===== config.mk =====
export PLATFORM = sky130hd
export DESIGN_NAME = generation_sequencer
export DESIGN_NICKNAME = d
export VERILOG_FILES = /design/src/rtl/gen_pkg.sv /design/src/rtl/gen_seq_lfsr.sv /design/src/rtl/generation_sequencer.sv
export SDC_FILE = /design/constraint.sdc
export NUM_CORES = 2
export LEC_CHECK = 0
export CORE_AREA = 5 5 586 588
export CTS_BUF_LIST = sky130_fd_sc_hd__clkbuf_8
export DETAILED_ROUTE_END_ITERATION = 8
export DIE_AREA = 0 0 591 593
export HOLD_SLACK_MARGIN = 0.1
export PLACE_DENSITY = 0.42
export SETUP_SLACK_MARGIN = 0.15
export SKIP_LAST_GASP = 1
export SLEW_MARGIN = 20
export SYNTH_ARGS = -nofsm -noshare
export SYNTH_HDL_FRONTEND = slang
export SYNTH_SLANG_ARGS = --single-unit

===== constraint.sdc =====
create_clock -name clk -period 80.2 [get_ports clk]
set_input_delay 8.02 -clock clk [delete_from_list [all_inputs] [get_ports clk]]
set_output_delay 8.02 -clock clk [all_outputs]
set_load 0.05 [all_outputs]

===== src/rtl/gen_pkg.sv =====
// Shared constants, FSM state encoding and the seed LFSR step for the
// genetic-search generation sequencer.
package gen_pkg;

  localparam int GENOME_W = 150;
  localparam int FAMILY_N = 5;
  localparam int FIT_W    = 16;
  localparam int GEN_W    = 16;
  localparam int SEED_W   = 32;
  localparam int IDX_W    = 3;

  localparam logic [SEED_W-1:0] LFSR_POLY = 32'h8020_0003;

  typedef enum logic [2:0] {
    S_IDLE    = 3'd0,
    S_LAUNCH  = 3'd1,
    S_WAIT_IT = 3'd2,
    S_EVAL    = 3'd3,
    S_UPDATE  = 3'd4,
    S_DONE    = 3'd5
  } gen_state_t;

  // One right-shifting Galois step: shift out bit 0 and fold the taps back in.
  function automatic logic [SEED_W-1:0] lfsr_step(input logic [SEED_W-1:0] s);
    logic [SEED_W-1:0] n;
    n = s >> 1;
    if (s[0]) begin
      n = n ^ LFSR_POLY;
    end else begin
      n = n;
    end
    return n;
  endfunction

endpackage


===== src/rtl/gen_seq_lfsr.sv =====
// Seed register for the family generator: loads a new seed (never zero, since
// an all-zero Galois LFSR would lock up) or advances one LFSR step.
module gen_seq_lfsr
  import gen_pkg::*;
(
  input  logic              clk,
  input  logic              rst,
  input  logic              load,
  input  logic [SEED_W-1:0] load_val,
  input  logic              step,
  output logic [SEED_W-1:0] seed
);

  logic [SEED_W-1:0] seed_q, seed_d;

  // Next seed: load takes priority over step; a zero load becomes 1.
  always_comb begin
    seed_d = seed_q;
    if (load) begin
      if (load_val == {SEED_W{1'b0}}) begin
        seed_d = {{(SEED_W-1){1'b0}}, 1'b1};
      end else begin
        seed_d = load_val;
      end
    end else if (step) begin
      seed_d = lfsr_step(seed_q);
    end else begin
      seed_d = seed_q;
    end
  end

  // Seed flop, cleared by reset.
  always_ff @(posedge clk or posedge rst) begin
    if (rst) begin
      seed_q <= {SEED_W{1'b0}};
    end else begin
      seed_q <= seed_d;
    end
  end

  assign seed = seed_q;

endmodule


===== src/rtl/generation_sequencer.sv =====
// Generation sequencer: launches the family generator, scores every family
// member through the fitness req/ack handshake, promotes the best member to
// parent and stops on a generation limit or fitness target.
// Optional feature macro: GEN_SEQ_TIMEOUT_EN (watchdog on generator/fitness waits).
module generation_sequencer
  import gen_pkg::*;
#(
  parameter int TIMEOUT = 4096
) (
  input  logic                         clk,
  input  logic                         rst,
  input  logic                         start,
  input  logic [GENOME_W-1:0]          init_parent,
  input  logic [SEED_W-1:0]            seed_init,
  input  logic [GEN_W-1:0]             max_gens,
  input  logic [FIT_W-1:0]             fit_target,
  output logic                         iter_start,
  output logic [SEED_W-1:0]            iter_seed,
  output logic [GENOME_W-1:0]          iter_parent,
  input  logic [GENOME_W*FAMILY_N-1:0] iter_family,
  input  logic                         iter_done,
  output logic                         fit_req,
  output logic [GENOME_W-1:0]          fit_genome,
  input  logic                         fit_ack,
  input  logic [FIT_W-1:0]             fit_score,
  output logic                         busy,
  output logic                         done,
  output logic [GENOME_W-1:0]          best_parent,
  output logic [FIT_W-1:0]             best_fit,
  output logic [GEN_W-1:0]             gen_count,
  output logic                         err
);

  localparam logic [IDX_W-1:0] LAST_IDX = IDX_W'(FAMILY_N - 1);

  gen_state_t                   state_q, state_d;
  logic [GENOME_W-1:0]          parent_q, parent_d;
  logic [GENOME_W*FAMILY_N-1:0] family_q, family_d;
  logic [IDX_W-1:0]             k_q, k_d, best_idx_q, best_idx_d;
  logic [FIT_W-1:0]             best_score_q, best_score_d;
  logic [FIT_W-1:0]             best_fit_q, best_fit_d, fit_target_q, fit_target_d;
  logic [GEN_W-1:0]             gen_count_q, gen_count_d, max_gens_q, max_gens_d;
  logic [GEN_W-1:0]             gen_next;
  logic                         fit_req_q, fit_req_d, iter_start_q, iter_start_d;
  logic                         busy_q, busy_d, done_q, done_d, err_q, err_d;
  logic                         seed_load, seed_step, wd_fire;

  gen_seq_lfsr u_lfsr (
    .clk      (clk),
    .rst      (rst),
    .load     (seed_load),
    .load_val (seed_init),
    .step     (seed_step),
    .seed     (iter_seed)
  );

`ifdef GEN_SEQ_TIMEOUT_EN
  localparam int WD_W = $clog2(TIMEOUT + 1);
  logic [WD_W-1:0] wd_q, wd_d;

  // Count cycles spent waiting on the generator or on a single fitness request.
  always_comb begin
    wd_d    = {WD_W{1'b0}};
    wd_fire = 1'b0;
    if ((state_q == S_WAIT_IT && !iter_done) ||
        (state_q == S_EVAL && fit_req_q && !fit_ack)) begin
      if (wd_q == WD_W'(TIMEOUT - 1)) begin
        wd_fire = 1'b1;
        wd_d    = {WD_W{1'b0}};
      end else begin
        wd_d = wd_q + WD_W'(1);
      end
    end else begin
      wd_d = {WD_W{1'b0}};
    end
  end

  // Watchdog counter flop.
  always_ff @(posedge clk or posedge rst) begin
    if (rst) begin
      wd_q <= {WD_W{1'b0}};
    end else begin
      wd_q <= wd_d;
    end
  end
`else
  logic unused_timeout;
  assign wd_fire        = 1'b0;
  assign unused_timeout = (TIMEOUT != 0);
`endif

  // Saturating generation counter increment.
  always_comb begin
    if (gen_count_q == {GEN_W{1'b1}}) begin
      gen_next = gen_count_q;
    end else begin
      gen_next = gen_count_q + GEN_W'(1);
    end
  end

  // Main FSM: launch, wait for family, score members, promote best, decide stop.
  always_comb begin
    state_d      = state_q;
    parent_d     = parent_q;
    family_d     = family_q;
    k_d          = k_q;
    best_idx_d   = best_idx_q;
    best_score_d = best_score_q;
    best_fit_d   = best_fit_q;
    fit_target_d = fit_target_q;
    gen_count_d  = gen_count_q;
    max_gens_d   = max_gens_q;
    fit_req_d    = fit_req_q;
    err_d        = err_q;
    seed_load    = 1'b0;
    seed_step    = 1'b0;
    case (state_q)
      S_IDLE, S_DONE: begin
        if (start) begin
          parent_d     = init_parent;
          fit_target_d = fit_target;
          gen_count_d  = {GEN_W{1'b0}};
          best_fit_d   = {FIT_W{1'b0}};
          err_d        = 1'b0;
          seed_load    = 1'b1;
          state_d      = S_LAUNCH;
          if (max_gens == {GEN_W{1'b0}}) begin
            max_gens_d = GEN_W'(1);
          end else begin
            max_gens_d = max_gens;
          end
        end else begin
          state_d = state_q;
        end
      end
      S_LAUNCH: begin
        state_d = S_WAIT_IT;
      end
      S_WAIT_IT: begin
        if (iter_done) begin
          family_d = iter_family;
          k_d      = {IDX_W{1'b0}};
          state_d  = S_EVAL;
        end else begin
          state_d = S_WAIT_IT;
        end
      end
      S_EVAL: begin
        if (fit_req_q) begin
          if (fit_ack) begin
            fit_req_d = 1'b0;
            // Member 0 seeds the argmax; later members need a strictly higher score.
            if (k_q == {IDX_W{1'b0}} || fit_score > best_score_q) begin
              best_score_d = fit_score;
              best_idx_d   = k_q;
            end else begin
              best_score_d = best_score_q;
            end
            if (k_q == LAST_IDX) begin
              state_d = S_UPDATE;
            end else begin
              k_d = k_q + IDX_W'(1);
            end
          end else begin
            fit_req_d = 1'b1;
          end
        end else begin
          fit_req_d = 1'b1;
        end
      end
      S_UPDATE: begin
        parent_d    = family_q[int'(best_idx_q)*GENOME_W +: GENOME_W];
        best_fit_d  = best_score_q;
        gen_count_d = gen_next;
        seed_step   = 1'b1;
        if (gen_next == max_gens_q || best_score_q >= fit_target_q) begin
          state_d = S_DONE;
        end else begin
          state_d = S_LAUNCH;
        end
      end
      default: begin
        state_d = S_IDLE;
      end
    endcase
    // An expired watchdog abandons the generation and keeps the last results.
    if (wd_fire) begin
      err_d     = 1'b1;
      fit_req_d = 1'b0;
      state_d   = S_DONE;
    end else begin
      err_d = err_d;
    end
  end

  // Status flags decoded from the next state so they leave the block registered.
  always_comb begin
    iter_start_d = (state_d == S_LAUNCH);
    busy_d       = (state_d != S_IDLE) && (state_d != S_DONE);
    done_d       = (state_d == S_DONE);
  end

  // State and datapath flops.
  always_ff @(posedge clk or posedge rst) begin
    if (rst) begin
      state_q      <= S_IDLE;
      parent_q     <= {GENOME_W{1'b0}};
      family_q     <= {(GENOME_W*FAMILY_N){1'b0}};
      k_q          <= {IDX_W{1'b0}};
      best_idx_q   <= {IDX_W{1'b0}};
      best_score_q <= {FIT_W{1'b0}};
      best_fit_q   <= {FIT_W{1'b0}};
      fit_target_q <= {FIT_W{1'b0}};
      gen_count_q  <= {GEN_W{1'b0}};
      max_gens_q   <= {GEN_W{1'b0}};
      fit_req_q    <= 1'b0;
      iter_start_q <= 1'b0;
      busy_q       <= 1'b0;
      done_q       <= 1'b0;
      err_q        <= 1'b0;
    end else begin
      state_q      <= state_d;
      parent_q     <= parent_d;
      family_q     <= family_d;
      k_q          <= k_d;
      best_idx_q   <= best_idx_d;
      best_score_q <= best_score_d;
      best_fit_q   <= best_fit_d;
      fit_target_q <= fit_target_d;
      gen_count_q  <= gen_count_d;
      max_gens_q   <= max_gens_d;
      fit_req_q    <= fit_req_d;
      iter_start_q <= iter_start_d;
      busy_q       <= busy_d;
      done_q       <= done_d;
      err_q        <= err_d;
    end
  end

  assign iter_start  = iter_start_q;
  assign iter_parent = parent_q;
  assign best_parent = parent_q;
  assign fit_req     = fit_req_q;
  assign fit_genome  = family_q[int'(k_q)*GENOME_W +: GENOME_W];
  assign busy        = busy_q;
  assign done        = done_q;
  assign best_fit    = best_fit_q;
  assign gen_count   = gen_count_q;
  assign err         = err_q;

endmodule


Word level (Yosys, flattened, before mapping)
Cells that the tools add are included.
{"block": "word_totals", "regBits": 1025, "output_inout_bits": 519, "inputBits": 985, "wordCells": 85}
{"block": "classes", "shifts": 2, "mux": 28, "addsub": 2, "n_reduce_logical": 17, "eq_ne": 16, "n_lt_le_gt_ge": 2, "n_mul": 2, "bitwise": 1}
{"op": "$shiftx 750x12->150", "count": 2}
{"op": "$pmux 150 s2", "count": 1}
{"op": "$mux 150", "count": 1}
{"op": "$mux 32", "count": 4}
{"op": "$pmux 16 s2", "count": 2}
{"op": "$mux 16", "count": 3}
{"op": "$logic_not 32->1", "count": 1}
{"op": "$mux 3", "count": 9}
{"op": "$mul 3x7->10 const B", "count": 2}
{"op": "$add 16x1->16 const B", "count": 1}
{"op": "$eq 16x16->1", "count": 1}
{"op": "$eq 16x16->1 const B", "count": 1}
{"op": "$ge 16x16->1", "count": 1}
{"op": "$gt 16x16->1", "count": 1}
{"op": "$logic_not 16->1", "count": 1}
{"op": "$pmux 3 s5", "count": 1}
{"op": "$eq 3x3->1 const B", "count": 4}
{"op": "$ne 2x2->1 const B", "count": 5}
{"op": "$eq 3x1->1 const B", "count": 2}
{"op": "$eq 3x2->1 const B", "count": 2}
{"op": "$logic_not 3->1", "count": 2}
{"op": "$mux 1", "count": 6}
{"op": "$pmux 3 s2", "count": 1}
{"op": "$reduce_and 2->1", "count": 3}
{"op": "10 further kinds", "count": 13}

Depth between registers and ports, before layout
{"block": "logic_depth", "word_depth": 8, "ltp_mapped": 12, "mapped_depth_nobuf": 10}

Hierarchy
A second synthesis with hierarchy kept.
{"block": "hier_totals", "cells_unflattened": 5940, "area_unflattened_um2": 52649.2}
{"mod": "generation_sequencer", "n_inst": 1, "cells_each": 5784, "seq_area_each_um2": 24848.8, "area_each_um2": 51051.5}
{"mod": "gen_seq_lfsr", "n_inst": 1, "cells_each": 156, "seq_area_each_um2": 800.8, "area_each_um2": 1597.8}

Worst setup path before layout
OpenSTA, ideal clock, no wires.
{"block": "synth_timing", "path_kind": "register to output", "from": "register k_q[2]", "to": "output fit_genome[45]", "stages_incl_launch_ff": 8, "setup_slack_ns": 69.833, "arrival_time_ns": 2.347, "required_time_ns": 72.180, "path_buffers": 3, "path_cell_list": "dfrtp_1 clkbuf_1 clkbuf_1 buf_1 mux2i_1 nor2_1 a21oi_1 o22ai_1"}
{"block": "synth_between", "elab_chain_cells": 2}
{"item": "from (decl)", "line_no": "generation_sequencer.sv:39", "source": "logic [IDX_W-1:0] k_q, k_d, best_idx_q, best_idx_d;"}
{"item": "from (signal assigned)", "line_no": "generation_sequencer.sv:209", "source": "k_q <= {IDX_W{1'b0}};"}
{"item": "from (signal assigned)", "line_no": "generation_sequencer.sv:225", "source": "k_q <= k_d;"}
{"item": "$mul 3x7->10", "line_no": "generation_sequencer.sv:244", "source": "assign fit_genome = family_q[int'(k_q)*GENOME_W +: GENOME_W];"}
{"item": "$shiftx 750x12->150", "line_no": "generation_sequencer.sv:244"}
{"item": "to (decl)", "line_no": "generation_sequencer.sv:23", "source": "output logic [GENOME_W-1:0] fit_genome,"}
Every way passes these cells.

Worst setup path after layout
{"block": "layout_timing", "from": "register k_q[0]", "to": "output fit_genome[52]"}
The elaborated chain is that of the path after synthesis.

==> summary.txt <==
Status
  • Status: finished clean

Setup path
  • Most frequent cell on the critical path: buf_4
  • Critical path type: reg2out
  • R2R Path Start: state_q[0]
  • Worst Setup SP: k_q[0]
  • CP Cell Sequence: buf_4 -> buf_4 -> buf_4 -> mux2i_1 -> o22ai_1 -> clkdlybuf4s50_1
  • Crit-path max cell delay: between 900 and 1000 ps
  • CP Data Required Time: approximately 72000 ps
  • Buf/Inv on CP: 4
  • Critical Path AT: between 5000 and 6000 ps
  • Crit. End Element: output port
  • CP top delay family: buffers and inverters
  • CP max FO: 47
  • CP startpoint kind: flop
  • Slowest CP cell: clkdlybuf4s50_1

Detailed routing
  • DRC violations left: 0
  • Vias per inst: 4.28
  • DR iter-0 viols: about 4.5k
  • Post-route ant nets: 0
  • Vias: around 50k
  • Drt pass-1 iters: 5
  • WL/cell: between 20 and 30 um
  • Overall routed net length: around 340000 um

GRT
  • Total track usage: 0.188
  • Total gr overflow: 0
  • Initial antenna violation count: roughly 210
  • First-pass GRT wire length: ~460000 um
  • Largest net degree at the start of global routing: around 140
  • Vias in the first global route: approximately 52k

Finish
  • Share of post-route cells with drive strength above 1: 0.0859
  • Layout area overhead: 44.8%
  • Filler cell count: about 37k
  • Layout Nets: slightly above 8k

Place
  • Detailed placement HPWL: around 260000 um
  • I/O Buffers: ~1.5k
  • GPL Wtd Cong: roughly 0.9
  • Place WS: ~66000 ps

Floorplan
  • Core area: ~340000 um^2
  • Row Count: approximately 210
  • Die W: between 500 and 600 um
  • DIE AREA: ~350000 um^2
  • Starting density of the core: 0.155
  • Die height: 593 um
  • Top Ports: about 1.5k

Yosys
  • Syn Area/Cell: around 8.8 um^2
  • Top FF cell, synth: dfrtp_1
  • Post-synth EDFFs: 0
  • Synth warnings: 0
  • FFs w/ async S/R, synth: 1.00
  • Post-synth top area cell: dfrtp_1
  • Cells after Synth: 5956
  • Seq cells post-synth: 1025
  • Syn_nets: between 6k and 7k
  • Seq/Total Area, Yosys: 0.489
  • Largest cells by area after synthesis: dfrtp_1 49%, nand2_1 19%, mux4_2 6.4%
  • Netlist cell types: a little over 70
  • Synth top area share: 0.489
  • Syn Std Cell Area: 52400 um^2

Power
  • Comb pwr share: 0.540
  • Power Internal: around 1.7 mW
  • Pwr dens: between 40 and 50 nW/um^2
  • Switching share of power: 0.510
  • Flop pwr share: 0.290
  • Clock network power share: 0.170
  • Overall Power: around 3.4 mW
  • Sw Pwr: approximately 1.8 mW
  • Leakage power: roughly 34 nW
  • VDD IR max: 0.0276 mV

Timing
  • Final Cycle Share: 0.169
  • Rel. slew slack: 0.192
  • Finish-stage setup viols: 0
  • Fin. max-slew vios: 0
  • Final setup TNS: 0 ps
  • Max Freq: around 74 MHz
  • Setup slack after layout: approximately 67000 ps
  • Post-route minimum period: 13570 ps
  • Fin. Hold Viols: 0
  • RSZ-0062 raised after global routing: no
  • Worst slew pin tran: 1210 ps
  • Clock skew: around 100 ps

Hold path
  • Worst min-delay path startpoint: family_q[11]
  • Hold WC Path Type: reg2reg

CTS
  • Worst skew pair latency: around 1000 ps
  • H-tree Lvls: 4
  • Clock Tree Buf Depth: 4
  • Post-CTS Hold Fix Bufs: 0
  • CTS sink count: around 1.0k
  • CTS tree: built
  • Post-CTS Resized: 0
  • CTS clk-pin slew, worst paths: about 60 ps
  • Post-CTS setup buffers: 0
  • Root Buffer: clkbuf_8
  • TritonCTS buffer count: around 210

Flow run
  • Max cap viols: 0
area by class of cell:
| type | instances | area [um^2] | area share |
|---|---|---|---|
| clock buffer | 269 | 3700 | 0.0488 |
| inverter | 40 | 165 | 0.00218 |
| timing repair buffer | 1616 | 16000 | 0.211 |
| antenna | 63 | 158 | 0.00208 |
| tap | 4536 | 5680 | 0.0748 |
| clock inverter | 112 | 643 | 0.00847 |
| multi-input combinational | 4299 | 23900 | 0.315 |
| sequential | 1025 | 25700 | 0.338 |
cell usage after synthesis (all sizes together), types with 13 or more instances:
master and number:
a21oi 167, a221oi 151, a31oi 181, buf 203, clkbuf 389, dfrtp 1025, ha 35, inv 40
mux2 19, mux2i 302, mux4 150, nand2 2695, nand3 25, nand4 14, nor2 216, nor3 13
nor4 17, o21ai 59, o22ai 153, xnor2 18
registers in the layout, indices dropped and copies added (netlist names):
register and count:
best_idx_q 3, busy 1, max_gens_q 16, gen_count 16
k_q 3, fit_target_q 16, state_q 3, iter_start 1
u_lfsr.seed 32, done 1, best_score_q 16, best_parent 150
best_fit 16, family_q 750, fit_req 1
cell usage in the layout (no fill, tap or decap), types with 5 or more instances in the layout:
cell type	synthesis	layout
a211oi_1	6	6
a21o_1	9	9
a21oi_1	167	167
a221oi_1	151	146
a221oi_2	0	5
a31oi_1	181	181
buf_12	0	8
buf_4	151	103
clkbuf_8	1	269
clkdlybuf4s50_1	0	1499
clkinv_2	0	27
clkinvlp_4	0	7
dfrtp_1	1025	1020
dfrtp_4	0	5
diode_2	0	63
ha_1	35	35
inv_1	39	106
mux2_2	19	19
mux2i_1	302	302
mux4_2	150	150
nand2_1	2694	2693
nand3_1	25	25
nand4_1	11	11
nor2_1	216	214
nor3_1	12	11
nor4_1	16	15
o21ai_0	58	58
o22ai_1	153	153
o31ai_1	5	5
xnor2_1	18	18
xor2_1	9	9
kinds of logic (layout without fill, tap and decap cells):
family                   count (synthesis)  count (layout)  share of synthesized area
flip-flops                            1025            1025                      0.489
multiplexers                           471             471                      0.126
adder cells (fa/ha/maj)                 35              35                    0.00835
AO/OA/AOI/OAI                          757             757                     0.0939
buffers and inverters                  632            2037                     0.0569
XOR/XNOR                                27              27                    0.00451
other                                    1              64                  0.0000715
AND/OR/NAND/NOR                       3008            3008                      0.221
power by group through the flow:
| stage | Clock [mW] | Combinational, mW | Sequential (mW) |
|---|---|---|---|
| 2_1_floorplan | 0 | 1.06 | 1.05 |
| 3_3_place_gp | 0 | 1.87 | 0.997 |
| 3_5_place_dp | 0 | 1.88 | 1.01 |
| 4_1_cts | 0.613 | 1.89 | 1.00 |
| 5_1_grt | 0.633 | 1.97 | 1.03 |
| 6_report | 0.587 | 1.86 | 1.00 |
worst register-to-register path, stage by stage, from the launching register on:
cell and delay, ps:
dfrtp_1 640, nand4bb_4 660, buf_4 820, buf_4 990, buf_4 770, buf_4 860, buf_4 790, nand2_1 250
nand2_1 100
layer usage:
metal	part of all wire	global-route usage	vias up
met1	0.42	0.241	25800
met3	0.10	0.0677	547
li1	-	-	22500
met5	0.0025	0	-
met2	0.45	0.301	2243
met4	0.027	0.0468	132
path summary, 6_finish.rpt:
path | end | slack, ps | cells after the start
max | fit_genome[52] | 66630 | 6
min | family_q[11] | 500 | 2
max in group asynchronous | family_q[480] | 67410 | 8
min reg2reg | family_q[11] | 500 | 2
min in group asynchronous | family_q[131] | 7630 | 2
max reg2reg | family_q[363] | 74290 | 8
per-stage QoR:
stage,area [um^2],hold WS [ps],std cells,util
2_1_floorplan,52400,450,5956,-
3_3_place_gp,71300,478,11500,0.211
3_5_place_dp,71400,483,11500,0.211
4_1_cts,75700,498,11900,0.224
5_1_grt,75800,518,11900,0.224
6_report,75900,496,12000,0.225
Note: power is estimated with default switching activity, not from simulation.
